===== config.mk =====
export PLATFORM = sky130hd
export DESIGN_NAME = load_store_unit
export DESIGN_NICKNAME = d
export VERILOG_FILES = /design/src/rtl/lsu_pkg.sv /design/src/rtl/lsu_align.sv /design/src/rtl/load_store_unit.sv
export SDC_FILE = /design/constraint.sdc
export NUM_CORES = 1
export LEC_CHECK = 0
export CAP_MARGIN = 20
export CORE_MARGIN = 2
export CORE_UTILIZATION = 25
export DETAILED_ROUTE_END_ITERATION = 8
export HOLD_SLACK_MARGIN = 0.08
export SETUP_SLACK_MARGIN = 0.4
export SLEW_MARGIN = 15
export SYNTH_ARGS = -nofsm -noshare
export SYNTH_HDL_FRONTEND = slang
export SYNTH_SLANG_ARGS = --single-unit

===== constraint.sdc =====
create_clock -name clk -period 5.9 [get_ports clk]
set_input_delay 0.59 -clock clk [delete_from_list [all_inputs] [get_ports clk]]
set_output_delay 0.59 -clock clk [all_outputs]
set_load 0.01 [all_outputs]

===== src/rtl/lsu_pkg.sv =====
// Shared types and constants for the load/store unit.
//   lsu_state_t : access FSM states
//   F3_*        : RV32I load/store width field encodings
//   lsu_err_t   : access classification produced by the lane/check logic
package lsu_pkg;

  typedef enum logic [1:0] {
    IDLE = 2'd0,
    REQ  = 2'd1,
    WAIT = 2'd2,
    DONE = 2'd3
  } lsu_state_t;

  localparam logic [2:0] F3_B  = 3'b000;
  localparam logic [2:0] F3_H  = 3'b001;
  localparam logic [2:0] F3_W  = 3'b010;
  localparam logic [2:0] F3_BU = 3'b100;
  localparam logic [2:0] F3_HU = 3'b101;

  typedef enum logic [1:0] {
    ERR_NONE     = 2'd0,
    ERR_MISALIGN = 2'd1,
    ERR_ILLEGAL  = 2'd2,
    ERR_BUS      = 2'd3
  } lsu_err_t;

endpackage


===== src/rtl/lsu_align.sv =====
// Combinational byte-lane logic for the load/store unit.
//   is_store, funct3, addr_lo : access descriptor (addr_lo = addr[1:0])
//   wdata                     : store data before lane steering
//   rdata                     : raw word from memory
//   be, wdata_lane            : byte enables and lane-replicated store data
//   load_data                 : selected and sign/zero-extended load result
//   err                       : ERR_ILLEGAL for bad funct3, ERR_MISALIGN for bad address
module lsu_align
  import lsu_pkg::*;
(
  input  logic        is_store,
  input  logic [2:0]  funct3,
  input  logic [1:0]  addr_lo,
  input  logic [31:0] wdata,
  input  logic [31:0] rdata,
  output logic [3:0]  be,
  output logic [31:0] wdata_lane,
  output logic [31:0] load_data,
  output lsu_err_t    err
);

  logic [31:0] shifted;

  always_comb begin
    be         = '0;
    wdata_lane = wdata;
    load_data  = rdata;
    err        = ERR_NONE;
    // bring the addressed byte/halfword down to bit 0
    shifted    = rdata >> {addr_lo, 3'b000};
    case (funct3)
      F3_B: begin
        be         = 4'b0001 << addr_lo;
        wdata_lane = {4{wdata[7:0]}};
        load_data  = {{24{shifted[7]}}, shifted[7:0]};
      end
      F3_BU: begin
        be        = 4'b0001 << addr_lo;
        load_data = {24'd0, shifted[7:0]};
        if (is_store) err = ERR_ILLEGAL;
      end
      F3_H: begin
        be         = addr_lo[1] ? 4'b1100 : 4'b0011;
        wdata_lane = {2{wdata[15:0]}};
        load_data  = {{16{shifted[15]}}, shifted[15:0]};
        if (addr_lo[0]) err = ERR_MISALIGN;
      end
      F3_HU: begin
        be        = addr_lo[1] ? 4'b1100 : 4'b0011;
        load_data = {16'd0, shifted[15:0]};
        if (is_store)        err = ERR_ILLEGAL;
        else if (addr_lo[0]) err = ERR_MISALIGN;
      end
      F3_W: begin
        be = 4'b1111;
        if (addr_lo != 2'b00) err = ERR_MISALIGN;
      end
      default: err = ERR_ILLEGAL;
    endcase
  end

endmodule


===== src/rtl/load_store_unit.sv =====
// Multi-cycle data-memory access stage behind the ALU.
//   clk, rst (active-low, async)   : clock / reset
//   req_valid, is_store, funct3,
//   addr, wdata                    : instruction-side access request
//   stall, done, rdata,
//   misaligned, bus_err            : core-side status / load result
//   mem_req, mem_we, mem_addr,
//   mem_be, mem_wdata, mem_gnt,
//   mem_rvalid, mem_rdata          : request/grant/response memory bus
module load_store_unit
  import lsu_pkg::*;
#(
  parameter int DATA_WIDTH = 32,
  parameter int TIMEOUT    = 255
) (
  input  logic                  clk,
  input  logic                  rst,
  input  logic                  req_valid,
  input  logic                  is_store,
  input  logic [2:0]            funct3,
  input  logic [DATA_WIDTH-1:0] addr,
  input  logic [DATA_WIDTH-1:0] wdata,
  output logic                  stall,
  output logic                  done,
  output logic [DATA_WIDTH-1:0] rdata,
  output logic                  misaligned,
  output logic                  bus_err,
  output logic                  mem_req,
  output logic                  mem_we,
  output logic [DATA_WIDTH-1:0] mem_addr,
  output logic [3:0]            mem_be,
  output logic [DATA_WIDTH-1:0] mem_wdata,
  input  logic                  mem_gnt,
  input  logic                  mem_rvalid,
  input  logic [DATA_WIDTH-1:0] mem_rdata
);

  localparam int CW = $clog2(TIMEOUT + 1);

  lsu_state_t            state_q, state_d;
  logic                  is_store_q, mis_q, berr_q;
  logic [2:0]            funct3_q;
  logic [DATA_WIDTH-1:0] addr_q, wdata_q, rdata_q;
  logic [CW-1:0]         cnt_q;

  logic                  idle, timeout;
  logic                  a_is_store;
  logic [2:0]            a_funct3;
  logic [1:0]            a_addr_lo;
  logic [3:0]            be_w;
  logic [DATA_WIDTH-1:0] wd_w, ld_w;
  lsu_err_t              err_w;

  assign idle = (state_q == IDLE);
  // budget is shared by REQ and WAIT; >= covers a grant landing on the last REQ cycle
  assign timeout = (cnt_q >= CW'(TIMEOUT - 1));

  // In IDLE the checker looks at the live request so the decision is made
  // in the capture cycle; afterwards everything runs from the captured copy.
  assign a_is_store = idle ? is_store   : is_store_q;
  assign a_funct3   = idle ? funct3     : funct3_q;
  assign a_addr_lo  = idle ? addr[1:0]  : addr_q[1:0];

  lsu_align u_align (
    .is_store   (a_is_store),
    .funct3     (a_funct3),
    .addr_lo    (a_addr_lo),
    .wdata      (wdata_q),
    .rdata      (mem_rdata),
    .be         (be_w),
    .wdata_lane (wd_w),
    .load_data  (ld_w),
    .err        (err_w)
  );

  always_ff @(posedge clk or negedge rst) begin
    if (!rst) state_q <= IDLE;
    else      state_q <= state_d;
  end

  always_comb begin
    state_d = state_q;
    case (state_q)
      IDLE: if (req_valid) state_d = (err_w != ERR_NONE) ? DONE : REQ;
      REQ: begin
        if (mem_gnt)      state_d = is_store_q ? DONE : WAIT;
        else if (timeout) state_d = DONE;
      end
      WAIT: if (mem_rvalid || timeout) state_d = DONE;
      DONE: state_d = IDLE;
      default: state_d = IDLE;
    endcase
  end

  always_ff @(posedge clk or negedge rst) begin
    if (!rst) begin
      is_store_q <= 1'b0;
      funct3_q   <= '0;
      addr_q     <= '0;
      wdata_q    <= '0;
      rdata_q    <= '0;
      mis_q      <= 1'b0;
      berr_q     <= 1'b0;
      cnt_q      <= '0;
    end else begin
      case (state_q)
        IDLE: if (req_valid) begin
          is_store_q <= is_store;
          funct3_q   <= funct3;
          addr_q     <= addr;
          wdata_q    <= wdata;
          mis_q      <= (err_w != ERR_NONE);
          berr_q     <= 1'b0;
          cnt_q      <= '0;
        end
        REQ: begin
          cnt_q <= cnt_q + 1'b1;
          if (!mem_gnt && timeout) begin
            berr_q  <= 1'b1;
            rdata_q <= '0;
          end
        end
        WAIT: begin
          cnt_q <= cnt_q + 1'b1;
          if (mem_rvalid) rdata_q <= ld_w;
          else if (timeout) begin
            berr_q  <= 1'b1;
            rdata_q <= '0;
          end
        end
        default: ;
      endcase
    end
  end

  // rst gates stall so a held req_valid cannot raise it during reset
  assign stall      = rst && ((idle && req_valid) || state_q == REQ || state_q == WAIT);
  assign done       = (state_q == DONE);
  assign misaligned = done & mis_q;
  assign bus_err    = done & berr_q;
  assign rdata      = rdata_q;

  // bus fields are only driven while requesting, so they are 0 otherwise
  assign mem_req   = (state_q == REQ);
  assign mem_we    = mem_req & is_store_q;
  assign mem_addr  = mem_req ? {addr_q[DATA_WIDTH-1:2], 2'b00} : '0;
  assign mem_be    = mem_req ? be_w : '0;
  assign mem_wdata = mem_req ? wd_w : '0;

endmodule


# After elaboration in Yosys (flattened, before gate mapping)
# Cells that the tools add are included.
word_totals:
  regBits: 112
  inputBits: 105
  output_inout_bits: 106
  word_cells: 85
classes:
  addsub: 1
  magnitude_cmp: 1
  n_eq_ne: 14
  shifts: 2
  muxes: 33
  bitwise_logic: 3
  reduce_logical: 22
ops:
  columns: ["cell", "n"]
  rows:
  - ["2-to-1 mux 32 bit", 5]
  - ["case mux 32 bit (2 select lines)", 2]
  - ["case mux 32 bit (4 select lines)", 1]
  - ["right shift 32 x 5 -> 16 bit", 1]
  - ["2-to-1 mux 2 bit", 8]
  - ["case mux 8 bit (2 select lines)", 1]
  - ["case mux 4 bit (3 select lines)", 1]
  - ["case mux 2 bit (5 select lines)", 1]
  - ["adder 8 x 1 -> 8 bit (second input constant)", 1]
  - ["greater-or-equal comparator 8 bit (second input constant)", 1]
  - ["2-to-1 mux 1 bit", 8]
  - ["2-to-1 mux 4 bit", 2]
  - ["2-to-1 mux 8 bit", 1]
  - ["!= test 2 bit (second input constant)", 4]
  - ["case mux 2 bit (4 select lines)", 1]
  - ["nonzero test 2 bit", 4]
  - ["== test 3 bit (second input constant)", 2]
  - ["AND reduction 3 bit", 2]
  - ["OR reduction 2 bit", 3]
  - ["AND reduction 5 bit", 1]
  - ["== test 2 bit (second input constant)", 2]
  - ["AND reduction 2 bit", 2]
  - ["<< shifter 1 x 2 -> 4 bit (first input constant)", 1]
  - ["bitwise AND 1 bit", 3]
  - ["other kinds (14)", 18]

# Depth between registers and ports, before layout
logic_depth:
  depth_word: 9
  mapped_depth: 11

# Cells and area by module
# From an unflattened synthesis, not the netlist that was laid out.
unflattened:
  hier_cells: 670
  area_unflattened_um2: 6628.9
by_module_without_submodules:
  columns: ["mod", "n_inst", "cells_per_inst", "area_per_inst_um2", "seq_area_each_um2"]
  rows:
  - ["load_store_unit", 1, 459, 5188.7, 2802.7]
  - ["lsu_align", 1, 211, 1440.1, 0.0]

# Worst setup path after synthesis
# OpenSTA, ideal clock, no wires.
synth_path:
  path_kind: "register -> output"
  from: "register state_q[0]"
  to: "output mem_wdata[30]"
  arrival_ns: 2.254
  required_ns: 5.310
  path_slack_ns: 3.056
  path_stages_with_launch: 11
  n_path_buf: 4
  path_cell_list: "dfrtp_1 -> inv_1 -> ha_1 -> buf_4 -> buf_2 -> nor3_1 -> a21o_1 -> buf_2 -> buf_1 -> nor2_1 -> a211oi_1"
synth_via:
  elab_chain_len: 5
synth_lines:
  columns: ["item", "line_no", "text"]
  rows:
  - ["from (decl)", "load_store_unit.sv:40", "lsu_state_t state_q, state_d;"]
  - ["from (signal assigned)", "load_store_unit.sv:78", "else state_q <= state_d;"]
  - ["logical NOT 2 bit", "load_store_unit.sv:54", "assign idle = (state_q == IDLE);"]
  - ["2-to-1 mux 3 bit", "load_store_unit.sv:61", "assign a_funct3 = idle ? funct3 : funct3_q;"]
  - ["== test 3 x 1 -> 1 bit / logical NOT 3 bit (equally long branches)", "lsu_align.sv:31", "case (funct3)"]
  - ["case mux 32 bit (2 select lines)", "lsu_align.sv:31", null]
  - ["2-to-1 mux 32 bit (*)", "load_store_unit.sv:148", "assign mem_wdata = mem_req ? wd_w : '0;"]
  - ["to (decl)", "load_store_unit.sv:32", "output logic [DATA_WIDTH-1:0] mem_wdata,"]
# Every way passes the cells marked *; elsewhere a longest branch is shown, timed or not.

# Final worst setup path
layout_path:
  from: "register state_q[0]"
  to: "output mem_wdata[31]"
# The elaborated chain is that of the path after synthesis.

==> impl_metrics.csv <==
group,metric,value,unit
clocking,cts_made_buffers,9,
critical_path,r2r_cells,8,
power_and_ir_drop,totalPowerFinal,4.66,mW
global_routing,first_pass_grt_wire_length,29600,um
timing,worst_slew_margin_rel,33.3,%
synth,postSynthRegisterBits,112,
layout,share_of_cells_above_drive_strength_1,15.0,%
clocking,post_cts_resize_count,0,
synth,yosysMostFrequentCell,"sky130_fd_sc_hd__dfrtp_1",
floorplanning,design.die.area,0.0249,sq mm
placement,gp_congestion,0.743,
clocking,clk_latency,360,ps
global_routing,global_route.overflow_total,0,
power_and_ir_drop,vdd_ir_drop_max,0.208,mV
synth,async_reset_ff_share,100,%
timing,hold_viol,0,
outcome,outcome,"finished clean",
clocking,cts.clk_slew.worst_paths,80,ps
detailed_routing,postRouteWirelength,19100,um
critical_path,path_class,"reg -> out",
synth,synth_enable_flop_cells,0,
layout,antenna_cells_inserted,0,
critical_path,cp_slowest_stage_delay,570,ps
critical_path,worst-r2r-setup-slack,2780,ps
clocking,cts-hold-fix-buffers,0,
timing,tightestPinTransition,1000,ps
synth,seq_area_frac_synth,47.4,%
global_routing,via_count_of_the_first_global_routing_pass,5231,
flow_run,cap_viol_max_count,0,
synth,ys.warnings.count,0,
synth,synth_top_flop_cell,"sky130_fd_sc_hd__dfrtp_1",
timing,fmaxAchievable,243,MHz
floorplanning,core_area,0.0233,sq mm
critical_path,cp_num_buf_inv,3,
synth,syn-instance-count,586,
critical_path,worst_flop_to_flop_path_startpoint,"state_q[0]",
critical_path,setup.worst_path.end_class,"output pin",
timing,finalClockSkew,10.9,ps
floorplanning,pin_count,211,
detailed_routing,via_per_inst,4.59,
clocking,postCtsSetupRepairBufs,0,
detailed_routing,number_of_iterations_in_the_first_detailed_routing_pass,4,
clocking,clock_tree_from_tritoncts,"yes",
critical_path,worst-path-stages,9,
global_routing,grt_max_degree,72,
floorplanning,core.rowCount,56,
synth,synth_top_cells_by_area,"sky130_fd_sc_hd__dfrtp_1 47%, sky130_fd_sc_hd__mux2_2 14%, sky130_fd_sc_hd__nand2_1 6.5%",
detailed_routing,drt_drc_violations_left,0,
placement,dp_hpwl,13300,um
timing,layout_worst_path_cycle_share,69.7,%
detailed_routing,drtAntennaViolNets,0,
timing,tmin_final,4110,ps
clocking,cts-root-to-sink-buffers,2,
detailed_routing,drt-initial-drc-count,211,
timing,grt_setup_unrepaired,"false",
synth,yosysUniqueCellTypes,51,
global_routing,antenna_violations_before_repair,1,
critical_path,series_of_cell_instances_along_the_critical_path,"inv_1, ha_1, buf_4, nor3_1, a21o_1, nand2_1, nor2_1, nor3_1, clkdlybuf4s50_1",
critical_path,critical_path_launch_point,"state_q[0]",
global_routing,grtUsageTotal,15.3,%
layout,post-route-util,37.0,%
detailed_routing,routed_length_per_instance,17.4,um
clocking,cts_max_level,3,
layout,areaGrowthSynthToFinish,46.0,%
synth,synth.largest_area_cell,"sky130_fd_sc_hd__dfrtp_1",
timing,report.final.slew_viol_count,0,
critical_path,cp.required,5310,ps
timing,setup_viol,0,
floorplanning,floorplan.initialDensity,25.3,%
critical_path,critical_path_peak_fanout,30,
floorplanning,chipWidth,158,um
placement,io_buffer_count,208,
critical_path,critPathArrivalTime,3520,ps
layout,design.final.nets,891,
power_and_ir_drop,power.density_cell_area,540,mW/mm^2
synth,yosysTopAreaCellShare,47.4,%
clocking,clock-root-buffer,"sky130_fd_sc_hd__clkbuf_16",
critical_path,path_common_cell,"sky130_fd_sc_hd__nor3_1",
critical_path,slowest_cp_cell,"sky130_fd_sc_hd__nand2_1",
worst_hold_path,hold_class,"in -> async",
timing,setup_total_negative_slack,0,ps
detailed_routing,num_vias,5055,
critical_path,cp_top_family,"simple AND/OR/NAND/NOR gates",
synth,ys_top_cells_by_count,"112 x sky130_fd_sc_hd__dfrtp_1, 102 x sky130_fd_sc_hd__nand2_1, 75 x sky130_fd_sc_hd__mux2_2, 43 x sky130_fd_sc_hd__nor2_1, 41 x sky130_fd_sc_hd__and2_1",
floorplanning,dieHeight,158,um
power_and_ir_drop,leakage,3.58,nW
critical_path,crit_path_start_kind,"register",
clocking,cts_num_sinks,112,
synth,synth.cell_area,0.00591,sq mm
synth,syn_area_per_cell,10.1,sq um
[where the power goes]
| part | internal (mW) | switching [mW] | total (mW) | leakage, nW |
|---|---|---|---|---|
| registers | 1.13 | 0.256 | 1.39 | 1.36 |
| logic | 1.31 | 1.31 | 2.62 | 2.07 |
| clock network | 0.337 | 0.316 | 0.653 | 0.146 |
| total | 2.78 | 1.88 | 4.66 | 3.57 |
[through the flow]
step           cells  instance area (sq um)  worst slack [ps]  hold WS [ps]
2_1_floorplan    587                   5910              3060           294
3_3_place_gp    1085                   8300              2070           452
3_5_place_dp    1085                   8300              2020           459
4_1_cts         1100                   8600              1640           272
5_1_grt         1101                   8630              1460           290
6_report        1101                   8630              1790           260
[cells by family after synthesis]
kind of cell,synth area share [%]
AO/OA/AOI/OAI,12.4
XOR/XNOR,0.741
adder cells (fa/ha/maj),1.69
buffers and inverters,3.28
flip-flops,47.4
multiplexers,16.8
other,0.0635
AND/OR/NAND/NOR,17.6
[layout make-up]
type | count | area [sq um]
clock inverter | 6 | 77.6
clock buffer | 9 | 225
inverter | 8 | 30.0
timing repair buffer | 216 | 2160
multi-input combinational | 431 | 2930
tap | 319 | 399
sequential | 112 | 2800
fill | 2360 | 14700
[worst paths after layout]
kind,to
max,mem_wdata[31]
max reg2reg,rdata[18]
min,rdata[16]
max in group asynchronous,wdata_q[13]
min reg2reg,rdata[15]
min in group clk,rdata[15]
[routing by layer]
layer / share of wire, % / vias to the layer above / global-route usage, %
met2: 46 / 172 / 24.8
met4: 1.7 / 0 / 4.46
met1: 45 / 2435 / 19.6
met5: 0 / - / 0
met3: 7.8 / 16 / 4.85
li1: - / 2432 / -
[state kept, by name, indices dropped and copies added, names as in the netlist]
signal	flops
funct3_q	3
state_q	2
cnt_q	8
berr_q	1
rdata	32
mis_q	1
is_store_q	1
addr_q	32
wdata_q	32
[placed cells by master, fill, tap and decap left out, types with 3 or more instances in the layout]
| cell | n |
|---|---|
| sky130_fd_sc_hd__mux2_2 | 75 |
| sky130_fd_sc_hd__a2bb2oi_1 | 7 |
| sky130_fd_sc_hd__nand2_1 | 101 |
| sky130_fd_sc_hd__o21ai_2 | 10 |
| sky130_fd_sc_hd__nor2b_1 | 3 |
| sky130_fd_sc_hd__o221ai_1 | 15 |
| sky130_fd_sc_hd__a21oi_1 | 26 |
| sky130_fd_sc_hd__clkdlybuf4s50_1 | 207 |
| sky130_fd_sc_hd__dfrtp_1 | 112 |
| sky130_fd_sc_hd__o21ai_0 | 13 |
| sky130_fd_sc_hd__clkbuf_16 | 9 |
| sky130_fd_sc_hd__nand4_1 | 4 |
| sky130_fd_sc_hd__o22ai_1 | 14 |
| sky130_fd_sc_hd__o31ai_1 | 4 |
| sky130_fd_sc_hd__inv_1 | 7 |
| sky130_fd_sc_hd__ha_1 | 8 |
| sky130_fd_sc_hd__nand2b_1 | 3 |
| sky130_fd_sc_hd__nor3_1 | 11 |
| sky130_fd_sc_hd__nor2_1 | 43 |
| sky130_fd_sc_hd__nand3_1 | 5 |
| sky130_fd_sc_hd__and2_1 | 41 |
| sky130_fd_sc_hd__buf_4 | 8 |
| sky130_fd_sc_hd__xor2_1 | 3 |
| sky130_fd_sc_hd__mux2i_1 | 12 |
Note: power is estimated with default switching activity, not from simulation.
